File: src/rtl/mdu_pkg.sv
// Shared types for the iterative multiply/divide unit: RV32M funct3 opcodes, FSM states, default width.
package mdu_pkg;

   localparam int MDU_DATA_WIDTH = 32;

   typedef enum logic [2:0] {
      MDU_MUL    = 3'b000,
      MDU_MULH   = 3'b001,
      MDU_MULHSU = 3'b010,
      MDU_MULHU  = 3'b011,
      MDU_DIV    = 3'b100,
      MDU_DIVU   = 3'b101,
      MDU_REM    = 3'b110,
      MDU_REMU   = 3'b111
   } mdu_op_e;

   typedef enum logic [1:0] {
      ST_IDLE,
      ST_CALC,
      ST_DONE
   } mdu_state_e;

endpackage

File: src/rtl/mdu_divider.sv
// Restoring divider on unsigned magnitudes: one quotient bit per step_i, DATA_WIDTH steps per divide.
// No handshake of its own; the parent loads it and holds step_i low to freeze the result.
module mdu_divider #(
   parameter int DATA_WIDTH = 32
) (
   input  logic                  clk,
   input  logic                  rst_n,
   input  logic                  load_i,
   input  logic                  step_i,
   input  logic [DATA_WIDTH-1:0] dividend_i,
   input  logic [DATA_WIDTH-1:0] divisor_i,
   output logic [DATA_WIDTH-1:0] quotient_o,
   output logic [DATA_WIDTH-1:0] remainder_o
);

   logic [DATA_WIDTH-1:0] quo_q, quo_d, rem_q, rem_d, dvs_q, dvs_d;
   logic [DATA_WIDTH:0]   shifted;
   logic [DATA_WIDTH+1:0] diff;

   assign shifted = {rem_q, quo_q[DATA_WIDTH-1]};
   assign diff    = {1'b0, shifted} - {2'b00, dvs_q};

   always_comb begin
      quo_d = quo_q;
      rem_d = rem_q;
      dvs_d = dvs_q;
      if (load_i) begin
         quo_d = dividend_i;
         rem_d = '0;
         dvs_d = divisor_i;
      end else if (step_i) begin
         // Borrow out of the trial subtraction means the divisor did not fit.
         if (!diff[DATA_WIDTH+1]) begin
            rem_d = diff[DATA_WIDTH-1:0];
            quo_d = {quo_q[DATA_WIDTH-2:0], 1'b1};
         end else begin
            rem_d = shifted[DATA_WIDTH-1:0];
            quo_d = {quo_q[DATA_WIDTH-2:0], 1'b0};
         end
      end
   end

   always_ff @(posedge clk) begin
      if (!rst_n) begin
         quo_q <= '0;
         rem_q <= '0;
         dvs_q <= '0;
      end else begin
         quo_q <= quo_d;
         rem_q <= rem_d;
         dvs_q <= dvs_d;
      end
   end

   assign quotient_o  = quo_q;
   assign remainder_o = rem_q;

endmodule

File: src/rtl/mdu_iter.sv
// Iterative RV32M multiply/divide: DATA_WIDTH+1 cycles per op, 1 cycle for trivial cases; result held until rsp_ready.
// Divide/remainder hardware exists only with MDU_ITER_DIV_EN defined; otherwise those ops return 0 in 1 cycle.
module mdu_iter
   import mdu_pkg::*;
#(
   parameter int DATA_WIDTH = MDU_DATA_WIDTH
) (
   input  logic                  clk,
   input  logic                  rst_n,
   input  logic                  flush,
   input  logic                  req_valid,
   output logic                  req_ready,
   input  logic [2:0]            Operation,
   input  logic [DATA_WIDTH-1:0] SrcA,
   input  logic [DATA_WIDTH-1:0] SrcB,
   output logic                  rsp_valid,
   input  logic                  rsp_ready,
   output logic [DATA_WIDTH-1:0] MDUResult,
   output logic                  busy
);

   localparam int CW = $clog2(DATA_WIDTH + 1);

   mdu_state_e            state_q, state_d;
   mdu_op_e               op_in, op_q, op_d;
   logic [CW-1:0]         cnt_q, cnt_d;
   logic                  neg_q, neg_d;
   logic [DATA_WIDTH-1:0] hi_q, hi_d, lo_q, lo_d, mcand_q, mcand_d;

   logic                    a_signed, b_signed, a_neg, b_neg, is_div, hs, quick, step;
   logic [DATA_WIDTH-1:0]   mag_a, mag_b, quick_res, mul_res, final_res;
   logic [DATA_WIDTH:0]     sum;
   logic [2*DATA_WIDTH-1:0] prod, prod_s;

   assign op_in    = mdu_op_e'(Operation);
   assign is_div   = Operation[2];
   assign a_signed = (op_in == MDU_MULH) || (op_in == MDU_MULHSU) || (op_in == MDU_DIV) || (op_in == MDU_REM);
   assign b_signed = (op_in == MDU_MULH) || (op_in == MDU_DIV) || (op_in == MDU_REM);
   assign a_neg    = a_signed && SrcA[DATA_WIDTH-1];
   assign b_neg    = b_signed && SrcB[DATA_WIDTH-1];
   assign mag_a    = a_neg ? (~SrcA + 1'b1) : SrcA;
   assign mag_b    = b_neg ? (~SrcB + 1'b1) : SrcB;

   assign req_ready = (state_q == ST_IDLE);
   assign rsp_valid = (state_q == ST_DONE);
   assign busy      = (state_q != ST_IDLE);
   assign hs        = req_valid && req_ready && !flush;
   assign step      = (state_q == ST_CALC);

   // Shift-add on magnitudes: {hi,lo} starts as {0, |b|} and ends as |a|*|b|.
   assign sum     = {1'b0, hi_q} + (lo_q[0] ? {1'b0, mcand_q} : '0);
   assign prod    = {hi_q, lo_q};
   assign prod_s  = neg_q ? (~prod + 1'b1) : prod;
   assign mul_res = (op_q == MDU_MUL) ? prod_s[DATA_WIDTH-1:0] : prod_s[2*DATA_WIDTH-1:DATA_WIDTH];

`ifdef MDU_ITER_DIV_EN
   logic                  div_zero, div_ovf, op_q_div;
   logic [DATA_WIDTH-1:0] quo, rem, div_raw, div_res;

   assign div_zero  = is_div && (SrcB == '0);
   assign div_ovf   = is_div && !Operation[0] && (SrcA == {1'b1, {(DATA_WIDTH-1){1'b0}}}) && (SrcB == '1);
   assign quick     = div_zero || div_ovf;
   assign quick_res = Operation[1] ? (div_zero ? SrcA : '0) : (div_zero ? '1 : SrcA);
   assign op_q_div  = op_q inside {MDU_DIV, MDU_DIVU, MDU_REM, MDU_REMU};
   assign div_raw   = (op_q == MDU_REM || op_q == MDU_REMU) ? rem : quo;
   assign div_res   = neg_q ? (~div_raw + 1'b1) : div_raw;
   assign final_res = op_q_div ? div_res : mul_res;

   mdu_divider #(.DATA_WIDTH(DATA_WIDTH)) u_divider (
      .clk         (clk),
      .rst_n       (rst_n),
      .load_i      (hs && is_div && !quick),
      .step_i      (step && op_q_div),
      .dividend_i  (mag_a),
      .divisor_i   (mag_b),
      .quotient_o  (quo),
      .remainder_o (rem)
   );
`else
   assign quick     = is_div;
   assign quick_res = '0;
   assign final_res = mul_res;
`endif

   // Shortcut results are parked in lo with op forced to MUL so the output mux passes them through.
   always_comb begin
      state_d = state_q;
      cnt_d   = cnt_q;
      op_d    = op_q;
      neg_d   = neg_q;
      hi_d    = hi_q;
      lo_d    = lo_q;
      mcand_d = mcand_q;
      unique case (state_q)
         ST_IDLE: begin
            if (hs) begin
               cnt_d = '0;
               hi_d  = '0;
               if (quick) begin
                  state_d = ST_DONE;
                  op_d    = MDU_MUL;
                  neg_d   = 1'b0;
                  lo_d    = quick_res;
               end else begin
                  state_d = ST_CALC;
                  op_d    = op_in;
                  neg_d   = (op_in == MDU_REM) ? a_neg : (a_neg ^ b_neg);
                  lo_d    = mag_b;
                  mcand_d = mag_a;
               end
            end
         end
         ST_CALC: begin
            hi_d  = sum[DATA_WIDTH:1];
            lo_d  = {sum[0], lo_q[DATA_WIDTH-1:1]};
            cnt_d = cnt_q + CW'(1);
            if (cnt_q == CW'(DATA_WIDTH - 1)) state_d = ST_DONE;
         end
         ST_DONE: begin
            if (rsp_ready) state_d = ST_IDLE;
         end
         default: state_d = ST_IDLE;
      endcase
      if (flush) begin
         state_d = ST_IDLE;
         cnt_d   = '0;
      end
   end

   always_ff @(posedge clk) begin
      if (!rst_n) begin
         state_q <= ST_IDLE;
         cnt_q   <= '0;
         op_q    <= MDU_MUL;
         neg_q   <= 1'b0;
         hi_q    <= '0;
         lo_q    <= '0;
         mcand_q <= '0;
      end else begin
         state_q <= state_d;
         cnt_q   <= cnt_d;
         op_q    <= op_d;
         neg_q   <= neg_d;
         hi_q    <= hi_d;
         lo_q    <= lo_d;
         mcand_q <= mcand_d;
      end
   end

   assign MDUResult = (state_q == ST_DONE) ? final_res : '0;

endmodule

File: config.mk
export PLATFORM = sky130hd
export DESIGN_NAME = mdu_iter
export DESIGN_NICKNAME = d
export VERILOG_FILES = /design/src/rtl/mdu_pkg.sv /design/src/rtl/mdu_divider.sv /design/src/rtl/mdu_iter.sv
export SDC_FILE = /design/constraint.sdc
export NUM_CORES = 1
export LEC_CHECK = 0
export ABC_CLOCK_PERIOD_IN_PS = 3500
export BUFFER_PORTS_ARGS = -buffer_cell sky130_fd_sc_hd__buf_2
export CAP_MARGIN = 40
export CORE_MARGIN = 2
export CORE_UTILIZATION = 40
export DETAILED_ROUTE_END_ITERATION = 10
export PLACE_DENSITY = 0.65
export SYNTH_ARGS = -nofsm -noshare
export SYNTH_HDL_FRONTEND = slang
export SYNTH_SLANG_ARGS = --single-unit
File: constraint.sdc
create_clock -name clk -period 3.5 [get_ports clk]
set_input_delay 0.35 -clock clk [delete_from_list [all_inputs] [get_ports clk]]
set_output_delay 0.35 -clock clk [all_outputs]
set_load 0.005 [all_outputs]
==> results_dict.tcl <==
set metrics [dict create \
    cts_max_path_buffers 2 \
    dpl-instance-area_mm2 0.01017 \
    reg2reg_depth 12 \
    numClockSinks 107 \
    die_w_um 155.0 \
    cts_made_buffers 9 \
    power_density_mw_per_mm2 286.8 \
    port_buffers 106 \
    cts_tree "done" \
    start_kind "register" \
    crit_chain "or4_4 -> or4_4 -> or3_4 -> or3_4 -> or2_4 -> buf_2 -> or4_1 -> nand3_1 -> a21oi_1 -> buf_2" \
    yosys-top-cells-count "dfxtp_1 (107), o21ai_0 (107), a21oi_1 (101), nand2_1 (94), xnor2_1 (72)" \
    vias_per_cell 5.943 \
    leakage_nw 4.722 \
    setup_viol 19 \
    drc 0 \
    max_slew_margin_pct 32.67 \
    wl_per_cell_um 17.54 \
    slowest_stage "or4_4" \
    coreArea_mm2 0.02250 \
    cpPeakStageDelay_ns 0.52 \
    crit_family "simple AND/OR/NAND/NOR gates" \
    synth_top_area_cell "dfxtp_1" \
    gr-total-overflow 0 \
    ctsRootBufferMaster "clkbuf_16" \
    first_iter_violations 783 \
    first_global_vias 8674 \
    nNetsFinal 1433 \
    clock_skew_ns 0.01055 \
    vias 9586 \
    grt_pass1_wl_um 45110 \
    seq_area_frac_synth_pct 23.49 \
    path_clk_slew_ns 0.07 \
    worst_ep_arrival_time_ns 3.49 \
    worstSetupEndpoint "MDUResult[25]" \
    crit_path_max_fanout 6 \
    cp-end-kind "primary output" \
    finalMaxSlewViolations 0 \
    cp-startpoint "lo_q[15]" \
    die_area_mm2 0.02402 \
    dpl.hpwl_um 21210 \
    track_usage_pct 22.95 \
    fin_crit_ns 3.837 \
    hold_class "input pin to register" \
    initial_core_util_pct 40.52 \
    worstSkewPairLatency_ns 0.36 \
    hp-start "SrcA[31]" \
    wirelength_um 28300 \
    rr_endpoint "hi_q[26]" \
    antennaDiodeCount 0 \
    synth.avg_cell_area_um2 7.567 \
    htree_num_levels 3 \
    io_pins 107 \
    syn-cell-area_mm2 0.009119 \
    num_rows 55 \
    netlist_instances 1205 \
    synth_top_area_share_pct 23.49 \
    syn_to_final_growth_pct 20.13 \
    worst-setup-path-type "register to primary output" \
    worst_pin_slew_ns 1.010 \
    first_pass_iters 5 \
    status "complete, but fails checks" \
    synth_area_leaders "dfxtp_1 (23%), xnor2_1 (6.9%), o21ai_0 (5.9%)" \
    antenna_found_initial 2 \
    rsz0062_at_grt "true" \
    ys_warn_count 0 \
    ant_nets 0 \
    die_y_um 155.0 \
    worstSetupPathDepth 10 \
    required_ns 3.15 \
    p_total_mw 3.141 \
    finalInstanceArea_mm2 0.01095 \
    worst-path-buf-inv 2 \
    final-hold-violation-count 0 \
    setup_slack_ns -0.3375 \
    cts_hold_buf 0 \
    ys_ff_latch 107 \
    routabilityCongestion 0.9247 \
    drv_cap 0 \
    drive_above_1_share_pct 20.63 \
    vdd_ir_drop_max_mv 0.2566 \
    ys.flop_type "dfxtp_1" \
    synth_nets 1314 \
    fmax_mhz 260.6 \
    grt_max_degree 63 \
    worstReg2RegStart "lo_q[0]" \
    fin_crit_sh_pct 109.6 \
    reg2reg_slack_ns 0.34 \
    violations "setup timing" \
    synthArstFlopShare_pct 0 \
    synth-edff-count 0 \
    hold_slack_ns 0.2737 \
    ys_types 72 \
    whs_path_depth 3 \
]
## what timing repair did
| item | CTS | global route |
|---|---|---|
| hold endpoints to repair | 0 | 0 |
| buffers inserted | 7 | 8 |
| endpoints found under the setup margin | 25 | 32 |
| pin swaps | 27 | 32 |
| gates resized for setup | 53 | 34 |
## worst min-delay path: cells and delay by family
kind | cells | cell delay [ns]
compound gates | 1 | 0.07
buf+inv | 1 | 0.12
simple gates | 1 | 0.06
## per-stage QoR
stage | setup TNS, ns | utilization (%) | cells | worst slack [ns]
floorplan | 0 | - | 1205 | 0.1164
global placement | -0.004655 | 45.20 | 1585 | -0.004655
detailed placement | -0.01282 | 45.20 | 1585 | -0.009998
CTS | -3.080 | 47.83 | 1607 | -0.3322
global route | -5.804 | 48.68 | 1613 | -0.4173
finish | -3.769 | 48.68 | 1613 | -0.3375
## layer usage
| layer | global-route usage, % | routed length (um) | vias up |
|---|---|---|---|
| met3 | 3.733 | 1826 | 41 |
| met2 | 35.64 | 12730 | 322 |
| met5 | 0 | 13 | - |
| met1 | 32.67 | 13250 | 4553 |
| li1 | - | - | 4668 |
| met4 | 6.834 | 478 | 2 |
## layout make-up
type	instances	area, um^2
clock buffer	9	225.2
inverter	29	108.9
timing repair buffer	183	1142
clock inverter	6	66.31
fill	2169	11550
multi-input combinational	994	6910
sequential	107	2145
tap	285	356.6
## worst min path at each step
| stage | endpoint | slack, ns |
|---|---|---|
| 2_1_floorplan | mcand_q[31] | 0.45 |
| 3_3_place_gp | mcand_q[31] | 0.47 |
| 3_5_place_dp | mcand_q[18] | 0.48 |
| 4_1_cts | mcand_q[31] | 0.27 |
| 5_1_grt | mcand_q[0] | 0.29 |
| 6_report | mcand_q[31] | 0.27 |
## power by group
group / internal [mW] / switching (mW) / total (mW) / leakage (nW)
registers: 1.25 / 0.0362 / 1.29 / 0.869
clock network: 0.553 / 0.495 / 1.05 / 0.134
logic: 0.353 / 0.453 / 0.806 / 3.72
total: 2.16 / 0.984 / 3.14 / 4.72
## flip-flops by register name, summed over array words and instances, names as in the netlist
name and flops:
hi_q 32, lo_q 32, mcand_q 32, cnt_q 6, op_q 2, state_q 2, neg_q 1
## kinds of logic (layout without fill, tap and decap cells)
kind of cell	Yosys count	in the layout	share of synthesized area, %
AND/OR/NAND/NOR	426	426	25.10
AO/OA/AOI/OAI	402	402	29.01
XOR/XNOR	125	125	12.01
flip-flops	107	107	23.49
buffers and inverters	104	227	4.802
adder cells (fa/ha/maj)	37	37	5.159
multiplexers	4	4	0.4391
## cells in the final DEF (no fill, tap or decap), drive strengths merged, types with 18 or more instances in the layout
cell type / instances
nor2: 65
nor2b: 49
o31ai: 30
inv: 30
ha: 36
buf: 183
nor3: 25
xor2: 53
and3: 18
xnor2: 72
o21ai: 107
and2: 40
a21oi: 101
nand3: 29
nand2: 94
dfxtp: 107
o211a: 23
or3: 26
No activity file was read; power rests on OpenSTA's default activity.
